<file path="src/rtl/ctrl_pkg.sv">
// Shared encodings for the multicycle control FSM: opcodes, states, datapath mux
// selects and the opclass one-hot produced by op_classify.
package ctrl_pkg;

   localparam logic [5:0] OP_AND  = 6'b100000;
   localparam logic [5:0] OP_NOR  = 6'b100110;
   localparam logic [5:0] OP_NOT  = 6'b000100;
   localparam logic [5:0] OP_ROLV = 6'b000000;
   localparam logic [5:0] OP_RORV = 6'b000010;
   localparam logic [5:0] OP_NORI = 6'b001110;
   localparam logic [5:0] OP_LW   = 6'b100011;
   localparam logic [5:0] OP_SW   = 6'b101011;
   localparam logic [5:0] OP_BLEU = 6'b010000;
   localparam logic [5:0] OP_JR   = 6'b001000;
   localparam logic [5:0] OP_JAL  = 6'b000011;

   localparam logic [1:0] SRCB_REG    = 2'b00;
   localparam logic [1:0] SRCB_FOUR   = 2'b01;
   localparam logic [1:0] SRCB_IMM    = 2'b10;
   localparam logic [1:0] SRCB_IMM_SH = 2'b11;

   localparam logic [1:0] PC_ALU    = 2'b00;
   localparam logic [1:0] PC_JUMP   = 2'b01;
   localparam logic [1:0] PC_BRANCH = 2'b10;
   localparam logic [1:0] PC_REG    = 2'b11;

   typedef enum logic [3:0] {
      S_RST, S_FETCH, S_DECODE, S_EXEC, S_MEM_ADDR,
      S_MEM_ACC, S_WB, S_BRANCH, S_JUMP
   } state_t;

   typedef struct packed {
      logic rtype;
      logic itype;
      logic load;
      logic store;
      logic branch;
      logic jr;
      logic jal;
      logic illegal;
   } opclass_t;

endpackage

</file>
<file path="src/rtl/op_classify.sv">
// Combinational opcode decoder: maps ins[31:26] onto exactly one opclass bit.
module op_classify
   import ctrl_pkg::*;
(
   input  logic [5:0] opcode,
   output opclass_t   opclass
);

   always_comb begin
      opclass = '0;
      case (opcode)
         OP_AND, OP_NOR, OP_NOT, OP_ROLV, OP_RORV: opclass.rtype  = 1'b1;
         OP_NORI:                                  opclass.itype  = 1'b1;
         OP_LW:                                    opclass.load   = 1'b1;
         OP_SW:                                    opclass.store  = 1'b1;
         OP_BLEU:                                  opclass.branch = 1'b1;
         OP_JR:                                    opclass.jr     = 1'b1;
         OP_JAL:                                   opclass.jal    = 1'b1;
         default:                                  opclass.illegal = 1'b1;
      endcase
   end

endmodule

</file>
<file path="src/rtl/multicycle_sequencer.sv">
// Multicycle control FSM: sequences fetch/decode/execute/memory/write-back over a
// shared variable-latency memory port, with a bounded wait that aborts to FETCH.
module multicycle_sequencer
   import ctrl_pkg::*;
#(
   parameter int WAIT_LIMIT = 255
) (
   input  logic        clock,
   input  logic        reset_n,
   input  logic [31:0] ins,
   input  logic        mem_ready,
   input  logic        branch_cond,
   output logic        mem_req,
   output logic        PCWrite,
   output logic        IorD,
   output logic        IRWrite,
   output logic        memWrite,
   output logic        regWriteEnable,
   output logic        memToReg,
   output logic        regDst,
   output logic        ALUSrcA,
   output logic [1:0]  ALUSrcB,
   output logic [1:0]  PCSrc,
   output logic [4:0]  ALUControl,
   output logic        instr_done,
   output logic        illegal_op,
   output logic        mem_timeout
);

   localparam logic [7:0] LIMIT = WAIT_LIMIT[7:0];

   state_t     state_reg, state_next;
   logic [7:0] wait_cnt_reg, wait_cnt_next;
   opclass_t   cls;
   logic       timed_out;
   logic       unused_ins_bits;

   assign unused_ins_bits = ^ins[25:0];

   op_classify u_classify (
      .opcode  (ins[31:26]),
      .opclass (cls)
   );

   always_ff @(posedge clock or negedge reset_n) begin
      if (!reset_n) begin
         state_reg    <= S_RST;
         wait_cnt_reg <= 8'd0;
      end else begin
         state_reg    <= state_next;
         wait_cnt_reg <= wait_cnt_next;
      end
   end

   // The timeout cycle itself is request-free, so a late mem_ready there is ignored.
   assign timed_out = (state_reg == S_FETCH || state_reg == S_MEM_ACC) &&
                      (wait_cnt_reg == LIMIT);

   always_comb begin
      state_next     = state_reg;
      mem_req        = 1'b0;
      PCWrite        = 1'b0;
      IorD           = 1'b0;
      IRWrite        = 1'b0;
      memWrite       = 1'b0;
      regWriteEnable = 1'b0;
      memToReg       = 1'b0;
      regDst         = 1'b0;
      ALUSrcA        = 1'b0;
      ALUSrcB        = SRCB_REG;
      PCSrc          = PC_ALU;
      ALUControl     = 5'b00000;
      instr_done     = 1'b0;
      illegal_op     = 1'b0;
      mem_timeout    = 1'b0;
      case (state_reg)
         S_RST: state_next = S_FETCH;
         S_FETCH: begin
            if (timed_out) begin
               mem_timeout = 1'b1;
               state_next  = S_FETCH;
            end else begin
               mem_req = 1'b1;
               ALUSrcB = SRCB_FOUR;
               if (mem_ready) begin
                  IRWrite    = 1'b1;
                  PCWrite    = 1'b1;
                  state_next = S_DECODE;
               end
            end
         end
         S_DECODE: begin
            ALUSrcB = SRCB_IMM_SH;
            if (cls.rtype || cls.itype)     state_next = S_EXEC;
            else if (cls.load || cls.store) state_next = S_MEM_ADDR;
            else if (cls.branch)            state_next = S_BRANCH;
            else if (cls.jr || cls.jal)     state_next = S_JUMP;
            else begin
               illegal_op = 1'b1;
               state_next = S_FETCH;
            end
         end
         S_EXEC: begin
            ALUSrcA    = 1'b1;
            ALUSrcB    = cls.itype ? SRCB_IMM : SRCB_REG;
            ALUControl = ins[31:27];
            state_next = S_WB;
         end
         S_WB: begin
            regWriteEnable = 1'b1;
            memToReg       = cls.load;
            regDst         = cls.rtype;
            instr_done     = 1'b1;
            state_next     = S_FETCH;
         end
         S_MEM_ADDR: begin
            ALUSrcA    = 1'b1;
            ALUSrcB    = SRCB_IMM;
            ALUControl = ins[31:27];
            state_next = S_MEM_ACC;
         end
         S_MEM_ACC: begin
            if (timed_out) begin
               mem_timeout = 1'b1;
               state_next  = S_FETCH;
            end else begin
               mem_req  = 1'b1;
               IorD     = 1'b1;
               memWrite = cls.store;
               if (mem_ready) begin
                  if (cls.load) begin
                     state_next = S_WB;
                  end else begin
                     instr_done = 1'b1;
                     state_next = S_FETCH;
                  end
               end
            end
         end
         S_BRANCH: begin
            PCWrite    = branch_cond;
            PCSrc      = PC_BRANCH;
            instr_done = 1'b1;
            state_next = S_FETCH;
         end
         S_JUMP: begin
            PCWrite        = 1'b1;
            PCSrc          = cls.jr ? PC_REG : PC_JUMP;
            regWriteEnable = cls.jal;
            memToReg       = cls.jal;
            instr_done     = 1'b1;
            state_next     = S_FETCH;
         end
         default: state_next = S_FETCH;
      endcase
   end

   // Cleared on every state entry (and on a timeout re-entry of FETCH).
   always_comb begin
      wait_cnt_next = wait_cnt_reg;
      if (state_next != state_reg || timed_out)
         wait_cnt_next = 8'd0;
      else if (mem_req && !mem_ready)
         wait_cnt_next = wait_cnt_reg + 8'd1;
   end

endmodule

</file>
<file path="config.mk">
export PLATFORM = sky130hd
export DESIGN_NAME = multicycle_sequencer
export DESIGN_NICKNAME = d
export VERILOG_FILES = /design/src/rtl/ctrl_pkg.sv /design/src/rtl/op_classify.sv /design/src/rtl/multicycle_sequencer.sv
export SDC_FILE = /design/constraint.sdc
export NUM_CORES = 1
export LEC_CHECK = 0
export CORE_MARGIN = 5
export CORE_UTILIZATION = 29
export DETAILED_ROUTE_END_ITERATION = 10
export PLACE_DENSITY_LB_ADDON = 0.1
export SYNTH_ARGS = -nofsm -noshare
export SYNTH_HDL_FRONTEND = slang
export SYNTH_HIERARCHICAL = 1
export SYNTH_SLANG_ARGS = --single-unit
</file>
<file path="constraint.sdc">
create_clock -name clock -period 2.69 [get_ports clock]
set_input_delay 0.269 -clock clock [delete_from_list [all_inputs] [get_ports clock]]
set_output_delay 0.269 -clock clock [all_outputs]
set_load 0.05 [all_outputs]
</file>
==> flow_metrics.py, run 1 <==
metrics = {
    "finish": {
        "finish.cell_count_without_fillers": 219,
        "finish.net_count": 209,
        "diodes": 0,
        "syn2layout_area_growth_pct": 50.0,
        "mostFrequentLayoutCells": "27 x sky130_fd_sc_hd__buf_4, 12 x sky130_fd_sc_hd__clkdlybuf4s50_1, 12 x sky130_fd_sc_hd__dfrtp_1",
        "leading_cell_type_in_the_layout_fill_and_taps_excluded": "sky130_fd_sc_hd__buf_4",
        "largest_register_ffs": 8,
        "drive_gt1_share_pct": 27.5,
    },
    "power": {
        "power_density_mw_per_mm2": 861,
        "power.ir.vdd_worst_mv": 0.569,
        "leakage_power_nw": 0.638,
    },
    "global_route": {
        "global_route.usage.total_pct": 12.6,
        "global_route.overflow_total": 0,
        "grt_antenna_before_repair": 0,
        "first_pass_grt_wire_length_mm": 5.28,
        "grt_pass1_vias": 1122,
        "pin_count_of_the_biggest_net_entering_global_routing": 15,
    },
    "sta": {
        "skew_ps": 2.65,
        "fin_tns_setup_ps": 0,
        "final-max-slew-violation-count": 0,
        "max_clock_freq_ghz": 0.388,
        "final.min_clock_period_ps": 2580,
        "report.final.setup_viol": 0,
        "max_slew_margin_pct": 63.8,
        "hold_viol": 0,
        "timing_worst_slew_pin_value_ps": 541,
        "final.period_utilization_pct": 95.8,
    },
    "cts": {
        "postCtsSetupRepairBufs": 0,
        "cts_sinks": 12,
        "clk-insertion-delay-late_ps": 240,
        "cts_tree": "done",
        "ctsLongestPathBuffers": 2,
        "post_cts_hold_buffer_count": 0,
        "cts-root-buf": "sky130_fd_sc_hd__clkbuf_8",
        "clk_pin_slew_ps": 50,
        "numCtsBuffers": 3,
        "h-tree-depth": 1,
    },
    "placement": {
        "placement.io_buffers": 30,
        "post_detailed_placement_half_perimeter_wirelength_mm": 2.41,
        "numPlacedInstances": 215,
        "gp_congestion": 0.778,
    },
    "floorplan": {
        "placeableCoreArea_mm2": 0.00363,
        "die_area_mm2": 0.00504,
        "chipHeight_um": 71.0,
        "core.rowCount": 22,
        "die-width_um": 71.0,
        "floorplan.io_pins": 57,
        "start_util_pct": 29.7,
    },
    "yosys": {
        "syn_avg_cell_area_um2": 8.11,
        "postSynthCellCount": 133,
        "synth_fp_nets": 170,
        "synth_warn": 6,
        "synthesis.area_mm2": 0.00108,
    },
    "route": {
        "postRouteAntennaNets": 0,
        "first_pass_iteration_count_of_the_detailed_router": 4,
        "routed_wire_length_per_instance_um": 13.8,
        "route.detailed.vias_per_inst": 5.18,
        "drt-total-wl_mm": 3.03,
        "drc": 0,
        "vias": 1135,
        "drtIter0Drc": 65,
    },
    "critical_path": {
        "reg_to_reg_critical_path_startpoint": "state_reg[1]$_DFF_PN0_",
        "worst-setup-path-type": "flop to output port",
        "start_kind": "flop",
        "timing.critical_path.to_type": "output port",
        "cp_data_required_time_ps": 2420,
        "worst-path-max-fanout": 12,
        "cp.arrival_ps": 2310,
        "cp-startpoint": "state_reg[0]$_DFF_PN0_",
    },
    "flow_run": {
        "max-cap-violations": 0,
    },
    "min_path": {
        "min-delay-path-class": "input port to async pin",
    },
    "run_status": {
        "outcome": "finished clean",
    },
}
[metrics by stage]
step | hold WS, ps | setup slack (ps) | power [mW] | area, µm² | utilization [%]
after floorplan | -26.6 | -12.9 | 0.895 | 1100 | -
after global placement | 459 | 17.4 | 1.18 | 1530 | 42.1
after detailed placement | 463 | -36.4 | 1.20 | 1530 | 42.1
after CTS | 411 | 76.3 | 1.39 | 1590 | 43.8
after global routing | 452 | -2.11 | 1.48 | 1620 | 44.5
final | 386 | 112 | 1.39 | 1620 | 44.5
[where the power goes]
part	internal (mW)	switching (mW)	total (mW)	leakage [nW]
clock network	0.129	0.0656	0.195	0.0288
logic	0.328	0.569	0.896	0.448
registers	0.211	0.0905	0.302	0.161
[final cells by class]
cell class / count / area, µm²
Inverter: 2 / 7.51
Tap cell: 48 / 60.1
Sequential cell: 12 / 300
Multi-Input combinational cell: 108 / 747
Fill cell: 379 / 2020
Clock buffer: 4 / 55.1
Timing Repair Buffer: 45 / 448
[critical path: stages (launching register included)]
cell,delay [ps]
sky130_fd_sc_hd__dfrtp_1,660
sky130_fd_sc_hd__nor2b_1,240
sky130_fd_sc_hd__o21ai_0,200
sky130_fd_sc_hd__nor2_1,160
sky130_fd_sc_hd__clkdlybuf4s50_1,810
[per-layer routing]
layer  wire length, µm  track usage (%)  vias up
met5                 0                0        -
met4                 0             1.25        0
met3               150             3.41        0
met2              1420             20.4       29
met1              1460             17.3      538
li1                  -                -      568
[timing repair]
action | CTS | global route
resized for setup | 1 | 5
pin swaps | 1 | 1
endpoints found under the setup margin | 1 | 1
[path summary, 6_finish.rpt]
kind | endpoint | slack, ps | cells past startpoint
min in group clock | wait_cnt_reg[0]$_DFFE_PN0P_ | 470 | 1
worst max-delay path | IRWrite | 110 | 4
max in group asynchronous | wait_cnt_reg[0]$_DFFE_PN0P_ | 1950 | 1
worst min register to register | wait_cnt_reg[0]$_DFFE_PN0P_ | 470 | 1
worst min-delay path | wait_cnt_reg[4]$_DFFE_PN0P_ | 390 | 1
worst max register to register | wait_cnt_reg[5]$_DFFE_PN0P_ | 810 | 4
Note: power is estimated with default switching activity, not from simulation.
==> run 2, diff against run 1 <==
Settings changed: CORE_ASPECT_RATIO set to 2, REMOVE_ABC_BUFFERS set to 1.
==> flow_metrics.py, run 2 (synthesis results as in run 1) <==
metrics = {
    "run_status": {
        "outcome": "finished clean",
    },
    "finish": {
        "finish.net_count": 210,
        "drive_gt1_share_pct": 27.3,
        "multi_input_comb_area_um2": 727,
        "leading_cell_type_in_the_layout_fill_and_taps_excluded": "sky130_fd_sc_hd__buf_4",
        "mostFrequentLayoutCells": "28 x sky130_fd_sc_hd__buf_4, 12 x sky130_fd_sc_hd__dfrtp_1, 11 x sky130_fd_sc_hd__clkdlybuf4s50_1",
        "area.sequential_um2": 300,
        "diodes": 0,
        "syn2layout_area_growth_pct": 48.7,
        "num-fill-cells": 371,
        "finish.cell_count_without_fillers": 221,
        "largest_register_ffs": 8,
    },
    "floorplan": {
        "chipHeight_um": 96.2,
        "die-width_um": 53.1,
        "start_util_pct": 29.9,
        "floorplan.io_pins": 57,
        "die_area_mm2": 0.00511,
        "placeableCoreArea_mm2": 0.00361,
        "core.rowCount": 31,
    },
    "global_route": {
        "first_pass_grt_wire_length_mm": 5.66,
        "pin_count_of_the_biggest_net_entering_global_routing": 13,
        "global_route.overflow_total": 0,
        "grt_pass1_vias": 1269,
        "global_route.usage.total_pct": 14.6,
        "grt_antenna_before_repair": 0,
    },
    "critical_path": {
        "timing.critical_path.to_type": "output port",
        "reg2reg_setup_slack_ps": 910,
        "start_kind": "input port",
        "worst-path-max-fanout": 2,
        "cp.arrival_ps": 2350,
        "worst-setup-path-type": "input port to output port",
        "cp_data_required_time_ps": 2420,
    },
    "sta": {
        "timing_worst_slew_pin_value_ps": 640,
        "final.min_clock_period_ps": 2620,
        "rsz0062_at_grt": "false",
        "setup_slack_after_layout_ps": 69.5,
        "max_slew_margin_pct": 57.0,
        "report.final.setup_viol": 0,
        "max_clock_freq_ghz": 0.382,
        "skew_ps": 3.30,
        "hold_viol": 0,
        "final-max-slew-violation-count": 0,
        "final.period_utilization_pct": 97.4,
    },
    "power": {
        "switchingPower_mw": 0.700,
        "power.ir.vdd_worst_mv": 0.664,
        "power.total_mw": 1.36,
        "leakage_power_nw": 0.650,
        "swShare_pct": 51.7,
        "power_density_mw_per_mm2": 845,
        "power_share_of_the_combinational_group_pct": 65.1,
        "p_clk_share_pct": 14.4,
        "relative_contribution_of_sequential_cells_to_total_power_pct": 20.4,
        "internal-power_mw": 0.655,
    },
    "route": {
        "vias": 1151,
        "drt-total-wl_mm": 3.33,
        "postRouteAntennaNets": 0,
        "routed_wire_length_per_instance_um": 15.0,
        "drc": 0,
        "first_pass_iteration_count_of_the_detailed_router": 4,
        "drtIter0Drc": 13,
        "route.detailed.vias_per_inst": 5.21,
    },
    "cts": {
        "cts_sinks": 12,
        "clk-insertion-delay-late_ps": 240,
        "ctsLongestPathBuffers": 2,
        "post_cts_hold_buffer_count": 0,
        "numCtsBuffers": 3,
        "h-tree-depth": 1,
        "clk_pin_slew_ps": 50,
        "cts_tree": "done",
        "cts-root-buf": "sky130_fd_sc_hd__clkbuf_8",
    },
    "placement": {
        "numPlacedInstances": 216,
        "post_detailed_placement_half_perimeter_wirelength_mm": 2.72,
        "detailedPlace.worstSlack_ps": -150,
        "gp_congestion": 0.763,
        "placement.io_buffers": 30,
    },
    "flow_run": {
        "max-cap-violations": 0,
    },
    "min_path": {
        "min-delay-path-class": "input port to async pin",
    },
}
run 2: path summary, 6_finish.rpt:
| check | from | cells after the start | end |
|---|---|---|---|
| max in group asynchronous | reset_n | 1 | wait_cnt_reg[2]$_DFFE_PN0P_ |
| hold / removal | reset_n | 1 | wait_cnt_reg[4]$_DFFE_PN0P_ |
| setup reg to reg | state_reg[1]$_DFF_PN0_ | 4 | wait_cnt_reg[7]$_DFFE_PN0P_ |
| min in group clock | wait_cnt_reg[0]$_DFFE_PN0P_ | 1 | wait_cnt_reg[0]$_DFFE_PN0P_ |
| hold reg to reg | wait_cnt_reg[0]$_DFFE_PN0P_ | 1 | wait_cnt_reg[0]$_DFFE_PN0P_ |
| setup / recovery | ins[31] | 8 | memToReg |
run 2: per-stage QoR:
step                      util (%)  hold slack (ps)  TNS [ps]  cell area (µm²)
after floorplan                  -            -26.6      -647             1010
after global placement        41.9              461      -168             1510
after detailed placement      41.9              475      -213             1510
after CTS                     44.0              411         0             1590
after global routing          44.5              445         0             1600
final                         44.5              382         0             1600
run 2: worst max-delay path: stages:
cell                              delay [ps]
sky130_fd_sc_hd__clkdlybuf4s50_1         420
sky130_fd_sc_hd__or2_4                   250
sky130_fd_sc_hd__nor4_4                  330
sky130_fd_sc_hd__buf_4                   160
sky130_fd_sc_hd__or4bb_4                 460
sky130_fd_sc_hd__a211oi_2                190
sky130_fd_sc_hd__buf_4                   140
sky130_fd_sc_hd__buf_12                  120
run 2: layout make-up:
class / instances / share of cell area [%]
well taps: 49 / 3.82
clock buffers: 4 / 3.43
inverters: 2 / 0.468
multi-input cells: 108 / 45.3
flip-flops and latches: 12 / 18.7
repair buffers: 46 / 28.2
run 2: metal layers:
metal	global-route usage, %	vias to the layer above	wire, µm
met2	28.7	28	1950
met1	14.0	544	1160
met3	2.17	6	125
met5	0	-	0
met4	6.61	0	92
li1	-	573	-
run 2: power groups by stage:
stage | registers (mW) | logic, mW | clock network [mW]
floorplan | 0.277 | 0.572 | 0
global placement | 0.279 | 0.881 | 0
detailed placement | 0.279 | 0.883 | 0
CTS | 0.276 | 0.891 | 0.203
global route | 0.283 | 0.949 | 0.209
finish | 0.277 | 0.883 | 0.195
run 2: repair_timing:
action,4_1_cts,5_1_grt
setup buffers,0,1
pin swaps,0,4
gates resized for setup,3,4
endpoints found under the setup margin,2,4
==> run 3, diff against run 2 <==
Settings changed: SKIP_LAST_GASP set to 1.
==> results of run 3 <==
No change in the layout: final DEF, timing and power equal those of run 2.
